<file path="config.mk">
export PLATFORM = sky130hd
export DESIGN_NAME = td4_prog_ctrl
export DESIGN_NICKNAME = d
export VERILOG_FILES = /design/src/rtl/td4_pkg.sv /design/src/rtl/td4_prog_mem.sv /design/src/rtl/td4_prog_ctrl.sv
export SDC_FILE = /design/constraint.sdc
export NUM_CORES = 1
export LEC_CHECK = 0
export BUFFER_PORTS_ARGS = -buffer_cell sky130_fd_sc_hd__buf_2
export CORE_MARGIN = 2
export CORE_UTILIZATION = 55
export CTS_CLUSTER_DIAMETER = 40
export CTS_CLUSTER_SIZE = 20
export DETAILED_ROUTE_END_ITERATION = 16
export HOLD_SLACK_MARGIN = 0.06
export PLACE_DENSITY_LB_ADDON = 0.08
export SYNTH_ARGS = -nofsm -noshare
export SYNTH_HDL_FRONTEND = slang
export SYNTH_HIERARCHICAL = 1
export SYNTH_SLANG_ARGS = --single-unit
</file>
<file path="constraint.sdc">
create_clock -name clock -period 2.75 [get_ports clock]
set_input_delay 0.275 -clock clock [delete_from_list [all_inputs] [get_ports clock]]
set_output_delay 0.275 -clock clock [all_outputs]
set_load 0.01 [all_outputs]
</file>
<file path="src/rtl/td4_pkg.sv">
// Shared encodings and sizes for the TD4 program controller slice.
package td4_pkg;

  localparam int IMEM_DEPTH = 16;
  localparam int INSTR_W    = 8;
  localparam int IADDR_W    = 4;
  localparam int CMD_W      = 3;

  // Host command opcodes; any other value is a NOP.
  localparam logic [CMD_W-1:0] CMD_WRITE   = 3'b000;
  localparam logic [CMD_W-1:0] CMD_RUN     = 3'b001;
  localparam logic [CMD_W-1:0] CMD_HALT    = 3'b010;
  localparam logic [CMD_W-1:0] CMD_STEP    = 3'b011;
  localparam logic [CMD_W-1:0] CMD_RESTART = 3'b100;

  typedef enum logic [1:0] {
    ST_HALTED   = 2'b00,
    ST_RUNNING  = 2'b01,
    ST_STEPPING = 2'b10,
    ST_RESTART  = 2'b11
  } state_e;

endpackage

</file>
<file path="src/rtl/td4_prog_mem.sv">
// 16x8 instruction store: flop array, synchronous write, combinational fetch.
module td4_prog_mem
  import td4_pkg::*;
(
  input  logic               clock,
  input  logic               reset,
  input  logic               we_i,
  input  logic [IADDR_W-1:0] waddr_i,
  input  logic [INSTR_W-1:0] wdata_i,
  input  logic [IADDR_W-1:0] raddr_i,
  output logic [INSTR_W-1:0] rdata_o
);

  logic [INSTR_W-1:0] mem_q [IMEM_DEPTH];

  // Array clears to zero on reset; host writes land at the clock edge.
  always_ff @(posedge clock or negedge reset) begin
    if (!reset) begin
      for (int i = 0; i < IMEM_DEPTH; i++) begin
        mem_q[i] <= '0;
      end
    end else if (we_i) begin
      mem_q[waddr_i] <= wdata_i;
    end
  end

  assign rdata_o = mem_q[raddr_i];

endmodule

</file>
<file path="src/rtl/td4_prog_ctrl.sv">
// Run/halt/step controller for the TD4 core: owns the program store, gates
// core updates through cpu_en, and handles the divider and breakpoint.
module td4_prog_ctrl
  import td4_pkg::*;
#(
  parameter int DIV_W   = 24,
  parameter int DIV_MAX = 0
)
(
  input  logic               clock,
  input  logic               reset,
  input  logic               cmd_valid,
  output logic               cmd_ready,
  input  logic [CMD_W-1:0]   cmd_op,
  input  logic [IADDR_W-1:0] cmd_addr,
  input  logic [INSTR_W-1:0] cmd_data,
  input  logic               bp_en,
  input  logic [IADDR_W-1:0] bp_addr,
  input  logic [IADDR_W-1:0] cpu_ip,
  output logic [INSTR_W-1:0] cpu_instr,
  output logic               cpu_en,
  output logic               cpu_rst_n,
  output logic [1:0]         state,
  output logic               bp_hit,
  output logic               err
);

  localparam logic [DIV_W-1:0] DIV_TERM = DIV_W'(DIV_MAX);

  state_e           state_q, state_d;
  logic [DIV_W-1:0] div_q, div_d;
  logic             rcnt_q, rcnt_d;
  logic             bp_hit_q, bp_hit_d;
  logic             bp_skip_q, bp_skip_d;

  logic acc, acc_write, acc_run, acc_halt, acc_step, acc_restart;
  logic idle_like, running, div_term, bp_stop, run_fire, mem_we;

  // Command acceptance and per-cycle event decode.
  always_comb begin
    acc         = cmd_valid && (state_q != ST_RESTART);
    acc_write   = acc && (cmd_op == CMD_WRITE);
    acc_run     = acc && (cmd_op == CMD_RUN);
    acc_halt    = acc && (cmd_op == CMD_HALT);
    acc_step    = acc && (cmd_op == CMD_STEP);
    acc_restart = acc && (cmd_op == CMD_RESTART);
    // STEPPING evaluates commands exactly as HALTED does.
    idle_like   = (state_q == ST_HALTED) || (state_q == ST_STEPPING);
    running     = (state_q == ST_RUNNING);
    div_term    = (div_q == DIV_TERM);
    // A breakpoint stop still records bp_hit when a HALT arrives together;
    // a RESTART in the same cycle takes over and records nothing.
    bp_stop     = running && div_term && bp_en && (cpu_ip == bp_addr)
                  && !bp_skip_q && !acc_restart;
    run_fire    = running && div_term && !bp_stop && !acc_halt && !acc_restart;
    mem_we      = acc_write && idle_like;
  end

  // State register plus divider, restart counter and breakpoint flags.
  always_ff @(posedge clock or negedge reset) begin
    if (!reset) begin
      state_q   <= ST_HALTED;
      div_q     <= '0;
      rcnt_q    <= 1'b0;
      bp_hit_q  <= 1'b0;
      bp_skip_q <= 1'b0;
    end else begin
      state_q   <= state_d;
      div_q     <= div_d;
      rcnt_q    <= rcnt_d;
      bp_hit_q  <= bp_hit_d;
      bp_skip_q <= bp_skip_d;
    end
  end

  // Next-state selection.
  always_comb begin
    state_d = state_q;
    case (state_q)
      ST_HALTED, ST_STEPPING: begin
        state_d = ST_HALTED;
        if (acc_run)          state_d = ST_RUNNING;
        else if (acc_step)    state_d = ST_STEPPING;
        else if (acc_restart) state_d = ST_RESTART;
      end
      ST_RUNNING: begin
        if (acc_restart)             state_d = ST_RESTART;
        else if (acc_halt || bp_stop) state_d = ST_HALTED;
      end
      ST_RESTART: begin
        if (rcnt_q) state_d = ST_HALTED;
      end
      default: state_d = ST_HALTED;
    endcase
  end

  // Divider, restart hold counter and sticky breakpoint bookkeeping.
  always_comb begin
    div_d     = div_q;
    rcnt_d    = 1'b0;
    bp_hit_d  = bp_hit_q;
    bp_skip_d = bp_skip_q;
    if (running) begin
      div_d = div_term ? '0 : div_q + DIV_W'(1);
    end else if (idle_like && acc_run) begin
      div_d = '0;
    end
    // Two-cycle hold: rcnt counts 0 then 1 while in RESTART.
    if (state_q == ST_RESTART) begin
      rcnt_d = ~rcnt_q;
    end
    // Skip lasts until the breakpoint instruction has actually executed.
    if (cpu_en) begin
      bp_skip_d = 1'b0;
    end
    if (bp_stop) begin
      bp_hit_d  = 1'b1;
      bp_skip_d = 1'b1;
    end
    if (acc_restart) begin
      bp_hit_d  = 1'b0;
      bp_skip_d = 1'b0;
    end
  end

  // Moore/Mealy outputs toward host and core.
  always_comb begin
    cmd_ready = (state_q != ST_RESTART);
    cpu_en    = (state_q == ST_STEPPING) || run_fire;
    cpu_rst_n = (state_q != ST_RESTART);
    err       = running && (acc_write || acc_step);
    state     = state_q;
    bp_hit    = bp_hit_q;
  end

  td4_prog_mem u_mem (
    .clock   (clock),
    .reset   (reset),
    .we_i    (mem_we),
    .waddr_i (cmd_addr),
    .wdata_i (cmd_data),
    .raddr_i (cpu_ip),
    .rdata_o (cpu_instr)
  );

endmodule

</file>
==> flow_summary.ini, run 1 <==
[run_status]
outcome = finished clean

[place]
routabilityCongestion = 0.8297
placed_area_mm2 = 0.008122
portBuffers = 41
dp_hpwl_um = 11240

[logic_synthesis]
synth_warnings = 6
synth_compound_area_share_pct = 6.013
synth.cell_area_mm2 = 0.007741
ys_ff_latch = 157
synthXorXnorAreaFrac_pct = 0.6788
synthMuxAreaShare_pct = 28.45
synth_area_leader_cell = dfrtp_1
synth_flop_cell = dfrtp_1
synthArstFlopShare_pct = 100.0
ys_seq_area_share_pct = 50.75
synthTopCellsByArea = dfrtp_1 (51%), mux2_2 (17%), mux4_2 (9.3%)
synth_simple_gate_area_share_pct = 11.10
synth_edf_count = 0
avgSynthCellArea_um2 = 13.63
syn_inst = 568
synthAdderAreaFrac_pct = 0.3233
synth_top_area_share_pct = 50.75
synth_top_family_by_area = multiplexers
synth_nets = 597
yosys.cell_types.count = 54

[layout]
layout_common_cells = dfrtp_1 (157), mux2_2 (120), buf_2 (40)
postLayoutCoreUtil_pct = 63.17
design_area_mm2 = 0.008735
regArea_mm2 = 0.003929
final_common_cell = dfrtp_1
syn_to_final_growth_pct = 12.83
fin_nets = 634
nFillCells = 1054
multi_input_area_mm2 = 0.003605
drive_gt1_share_pct = 43.04

[setup_path]
cp_max_fo = 6
rr_worst_depth = 5
cpMaxStageDelayCell = dfrtp_1
start_kind = flop
cpPeakStageDelay_ps = 450
crit_arrival_ps = 2180
rrSetupSlack_ps = 390
crit_path_end_kind = primary output
r2r-end = u_mem/mem_q[82]
worstReg2RegStart = state[0]
crit_type = flop to primary output
worstPathRequired_ps = 2480
critical_path.cell_chain = inv_1 -> ha_1 -> nor4b_1 -> and4_4 -> nand4_1 -> o21ai_0 -> buf_2

[power_and_ir_drop]
pwr-share-seq_pct = 44.5
vdd_drop_max_mv = 0.4863
power.switching_mw = 1.880
combPwrFrac_pct = 19.0
power_frac_clock_pct = 36.5
p_sw_share_pct = 28.94
p_int_mw = 4.615
power.density_mw_per_mm2 = 743.6
p_leak_nw = 4.109

[worst_hold_path]
hp-start = cmd_op[1]
holdPathStages = 2
hold_end = state[1]
hp-class = input port to flop

[timing]
finClkSkew_ps = 4.443
tightest_slew_ps = 1005
setup_viol = 0
max_freq_mhz = 407.2
rsz0062_at_grt = no
finalCritPeriodShare_pct = 89.29
final-hold-violation-count = 0
fin_tns_setup_ps = 0
slew_violations = 0
fin_crit_ps = 2456
relSlewSlack_pct = 32.99

[cts]
postCtsSetupRepairBufs = 0
ctsResizeCount = 0
cts-root-buf = clkbuf_16
numCtsBuffers = 17
insertion_delay_ps = 410
cts_tree = built
ctsHtreeMaxLevel = 4
path_clk_slew_ps = 60
cts.path.max_buffers = 2
clock_sinks = 157

[detailed_routing]
routed_wl_um = 17110
ant_nets = 0
avgRoutedWirePerCell_um = 21.41
via_count = 4923
viasPerCell = 6.161
first_pass_iters = 5
drc = 0
drt-initial-drc-count = 403

[global_route]
grt_usage_pct = 24.76
overflow = 0
grt_pass1_wl_um = 27770
grt_antenna_before_repair = 2
grt_pass1_vias = 4984
grt_max_degree = 77

[job]
max-cap-violations = 0

[floorplan]
ioPinCount = 42
start_util_pct = 55.99
fp.coreArea_mm2 = 0.01383
die_h_um = 122.6
die_w_um = 122.6
die_area_mm2 = 0.01504
rows = 43
==> kinds of logic after synthesis <==
logic type / count (synthesis)
AO/OA/AOI/OAI: 72
AND/OR/NAND/NOR: 129
multiplexers: 161
flip-flops: 157
adder cells (fa/ha/maj): 2
buffers and inverters: 41
XOR/XNOR: 6
==> stage by stage <==
stage,cells,total power [mW],hold WS (ps),setup slack [ps]
final,799,6.495,162.0,294.5
after global routing,798,6.825,167.4,116.8
after CTS,798,6.534,148.7,265.7
after detailed placement,765,4.158,366.1,343.2
after global placement,765,4.101,360.1,413.9
after floorplan,568,3.802,-20.59,422.5
==> cell usage after synthesis, drive strengths merged, types with 3 or more instances <==
library cell and instances:
dfrtp 157, mux2 128, mux4 32, nand2 32, buf 18, nand3 17, a21oi 16, a22oi 16
clkbuf 16, nor2 16, o21ai 13, nor3 12, a31oi 11, nand2b 10, nor4 9, nand4 8
inv 7, or4 6, or3 5, a21o 4, nand3b 4, xor2 4, a22o 3, and3 3
nor2b 3, o211ai 3
==> critical path: cells and delay by family, from the launching register on <==
| family | cells | cell delay, ps |
|---|---|---|
| adders and majority gates | 1 | 150 |
| and+or+nand+nor | 3 | 710 |
| DFF | 1 | 450 |
| buffers and inverters | 2 | 260 |
| AOI/OAI and AO/OA | 1 | 200 |
==> how the worst max path moves through the flow <==
stage,slack (ps),start,endpoint
after floorplan,420,cmd_op[1],u_mem/mem_q[115]
after global placement,410,cmd_op[2],u_mem/mem_q[84]
after detailed placement,340,cmd_op[2],u_mem/mem_q[82]
after CTS,270,div_q[0],cpu_en
after global routing,120,div_q[0],cpu_en
final,290,div_q[0],cpu_en
==> layer usage <==
layer | vias up | global-route usage [%] | share of wire [%]
li1 | 2216 | - | -
met1 | 2601 | 35.67 | 48
met2 | 98 | 39.27 | 48
met3 | 6 | 5.576 | 3.6
met4 | 2 | 4.598 | 0.36
met5 | - | 0 | 0.076
==> power groups by stage <==
stage	clock (mW)	combinational, mW	sequential [mW]
2_1_floorplan	0	0.973	2.83
6_report	2.37	1.24	2.89
4_1_cts	2.41	1.24	2.88
5_1_grt	2.53	1.36	2.93
3_5_place_dp	0	1.24	2.92
3_3_place_gp	0	1.20	2.90
==> timing repair <==
item,in CTS,in global routing
hold endpoints to repair,74,0
setup endpoints to repair,0,0
hold buffers,1,0
==> cell type report <==
| type | instances | area share, % |
|---|---|---|
| well taps | 180 | 2.578 |
| flip-flops and latches | 157 | 44.98 |
| multi-input cells | 370 | 41.27 |
| inverters | 7 | 0.3008 |
| repair buffers | 52 | 3.968 |
| clock inverters | 5 | 0.8881 |
| clock buffers | 27 | 5.988 |
| diodes | 1 | 0.02865 |
==> registers in the layout, indices dropped and copies added, names as in the netlist <==
| name | flops |
|---|---|
| bp_skip_q | 1 |
| bp_hit | 1 |
| div_q | 24 |
| rcnt_q | 1 |
| u_mem/mem_q | 128 |
| state | 2 |
No activity file was read; power rests on OpenSTA's default activity.
==> run 2, diff against run 1 <==
--- a/config.mk
+++ b/config.mk
@@ -7,7 +7,7 @@
 export LEC_CHECK = 0
 export BUFFER_PORTS_ARGS = -buffer_cell sky130_fd_sc_hd__buf_2
 export CORE_MARGIN = 2
-export CORE_UTILIZATION = 55
+export CORE_UTILIZATION = 50
 export CTS_CLUSTER_DIAMETER = 40
 export CTS_CLUSTER_SIZE = 20
 export DETAILED_ROUTE_END_ITERATION = 16
==> run 2 against run 1 <==
  * Clock power up 3%
  * Via count rose by 1.3%
  * Maximum frequency rose by 0.59%
  * Critical path type unchanged
  * Critical endpoint unchanged
  * Largest power group unchanged
==> flow_summary.ini, run 2 (synthesized netlist as in run 1, its figures left out) <==
[power_and_ir_drop]
power.density_mw_per_mm2 = 745.7
p_leak_nw = 4.145
vdd_drop_max_mv = 0.5234

[timing]
finalCritPeriodShare_pct = 88.77
relSlewSlack_pct = 36.40
max_freq_mhz = 409.7
slew_violations = 0
rsz0062_at_grt = no
fin_tns_setup_ps = 0
fin_crit_ps = 2441
setup_viol = 0
finClkSkew_ps = 4.156
final.setup.worst_slack_ps = 308.9
final-hold-violation-count = 0
tightest_slew_ps = 954.0

[cts]
cts_tree = built
cts-root-buf = clkbuf_16
numCtsBuffers = 17
ctsHtreeMaxLevel = 4
path_clk_slew_ps = 60
clock_sinks = 157
insertion_delay_ps = 430
cts.path.max_buffers = 2

[global_route]
grt_usage_pct = 22.93
grt_pass1_vias = 4956
grt_pass1_wl_um = 28590
use_met1_pct = 34.71
grtUsageMet3_pct = 4.324
grt_max_degree = 61
gr-usage-met2_pct = 33.26
overflow = 0
grt_antenna_before_repair = 1
grt_busiest_layer = met1

[floorplan]
die_area_mm2 = 0.01649
fp.coreArea_mm2 = 0.01515
ioPinCount = 42
rows = 45
start_util_pct = 51.11
die_w_um = 128.4
die_h_um = 128.4

[setup_path]
crit_arrival_ps = 2170
crit_type = flop to primary output
rrSetupSlack_ps = 470
cp_max_fo = 6
worstReg2RegStart = state[0]
worstPathRequired_ps = 2480
r2r-end = u_mem/mem_q[98]
start_kind = flop
rr_worst_depth = 5
crit_path_end_kind = primary output

[detailed_routing]
via_count = 4989
viasPerCell = 6.144
ant_nets = 0
drt-initial-drc-count = 359
drc = 0
first_pass_iters = 5
avgRoutedWirePerCell_um = 21.39
routed_wl_um = 17370

[layout]
top_register = u_mem/mem_q
largest_register_ffs = 128
antennaDiodeCount = 0
final_common_cell = dfrtp_1
layout_common_cells = dfrtp_1 (157), mux2_2 (120), buf_2 (40)
fin_nets = 640
drive_gt1_share_pct = 44.07
syn_to_final_growth_pct = 13.63

[place]
routabilityCongestion = 0.7959
post-place-ws_ps = 351.6
portBuffers = 41
dp_hpwl_um = 11660

[job]
max-cap-violations = 0

[worst_hold_path]
hp-start = cmd_op[1]
holdPathStages = 2
hold_end = state[1]
hp-class = input port to flop

[run_status]
outcome = finished clean
==> run 2: changes by cell type in the layout (fill, tap and decap cells not counted) <==
| cell | delta |
|---|---|
| clkbuf_1 | -3 |
| clkinvlp_4 | +1 |
| bufinv_16 | +1 |
| clkinv_2 | +3 |
| clkbuf_8 | -3 |
| diode_2 | -1 |
| inv_6 | +1 |
| buf_4 | +6 |
==> run 2: worst max-delay path, stage by stage, from the launching register on <==
cell and delay, ps:
dfrtp_1 460, inv_1 90, ha_1 150, nor4b_1 240
and4_4 320, nand4_1 130, o21ai_0 190, buf_2 150
==> run 2: power by group <==
| group | internal (mW) | total, mW | leakage [nW] | switching (mW) |
|---|---|---|---|---|
| registers | 2.59 | 2.89 | 2.15 | 0.294 |
| logic | 0.545 | 1.25 | 1.69 | 0.702 |
| clock network | 1.49 | 2.43 | 0.299 | 0.931 |
| total | 4.63 | 6.56 | 4.15 | 1.93 |
==> run 2: through the flow <==
step	cells	hold slack [ps]	total power, mW	instance area, um^2	utilization, %
after floorplan	568	-20.59	3.802	7741	-
after global placement	779	272.1	4.122	8177	53.99
after detailed placement	779	283.0	4.166	8177	53.99
after CTS	812	136.3	6.619	8796	58.08
after global routing	812	171.7	6.892	8796	58.08
final	812	155.4	6.559	8796	58.08
==> run 2: worst max path at each step <==
stage / start / endpoint / slack (ps) / depth (start not counted)
floorplan: cmd_op[1] / u_mem/mem_q[115] / 420 / 5
global placement: cmd_op[2] / u_mem/mem_q[0] / 380 / 7
detailed placement: cmd_op[2] / u_mem/mem_q[36] / 350 / 7
CTS: div_q[0] / cpu_en / 290 / 7
global route: div_q[1] / cpu_en / 100 / 7
finish: div_q[0] / cpu_en / 310 / 7
==> run 2: layer usage <==
metal / up-vias / part of all wire, %
li1: 2232 / -
met1: 2615 / 49
met2: 115 / 45
met3: 25 / 3.9
met4: 2 / 1.6
met5: - / 0.075
==> run 2: timing repair <==
action / 4_1_cts / 5_1_grt
hold buffers: 1 / 0
setup endpoints to repair: 0 / 0
gates resized for setup: 0 / 0
endpoints found under the hold margin: 57 / 0
buffers inserted: 0 / 0
==> run 2: final cells by class <==
cell class	instances	area, um^2
clock buffers	21	470.5
clock inverters	11	138.9
fillers	1245	6350
inverters	7	26.28
multi-input cells	370	3605
flip-flops and latches	157	3929
well taps	188	235.2
repair buffers	58	391.6
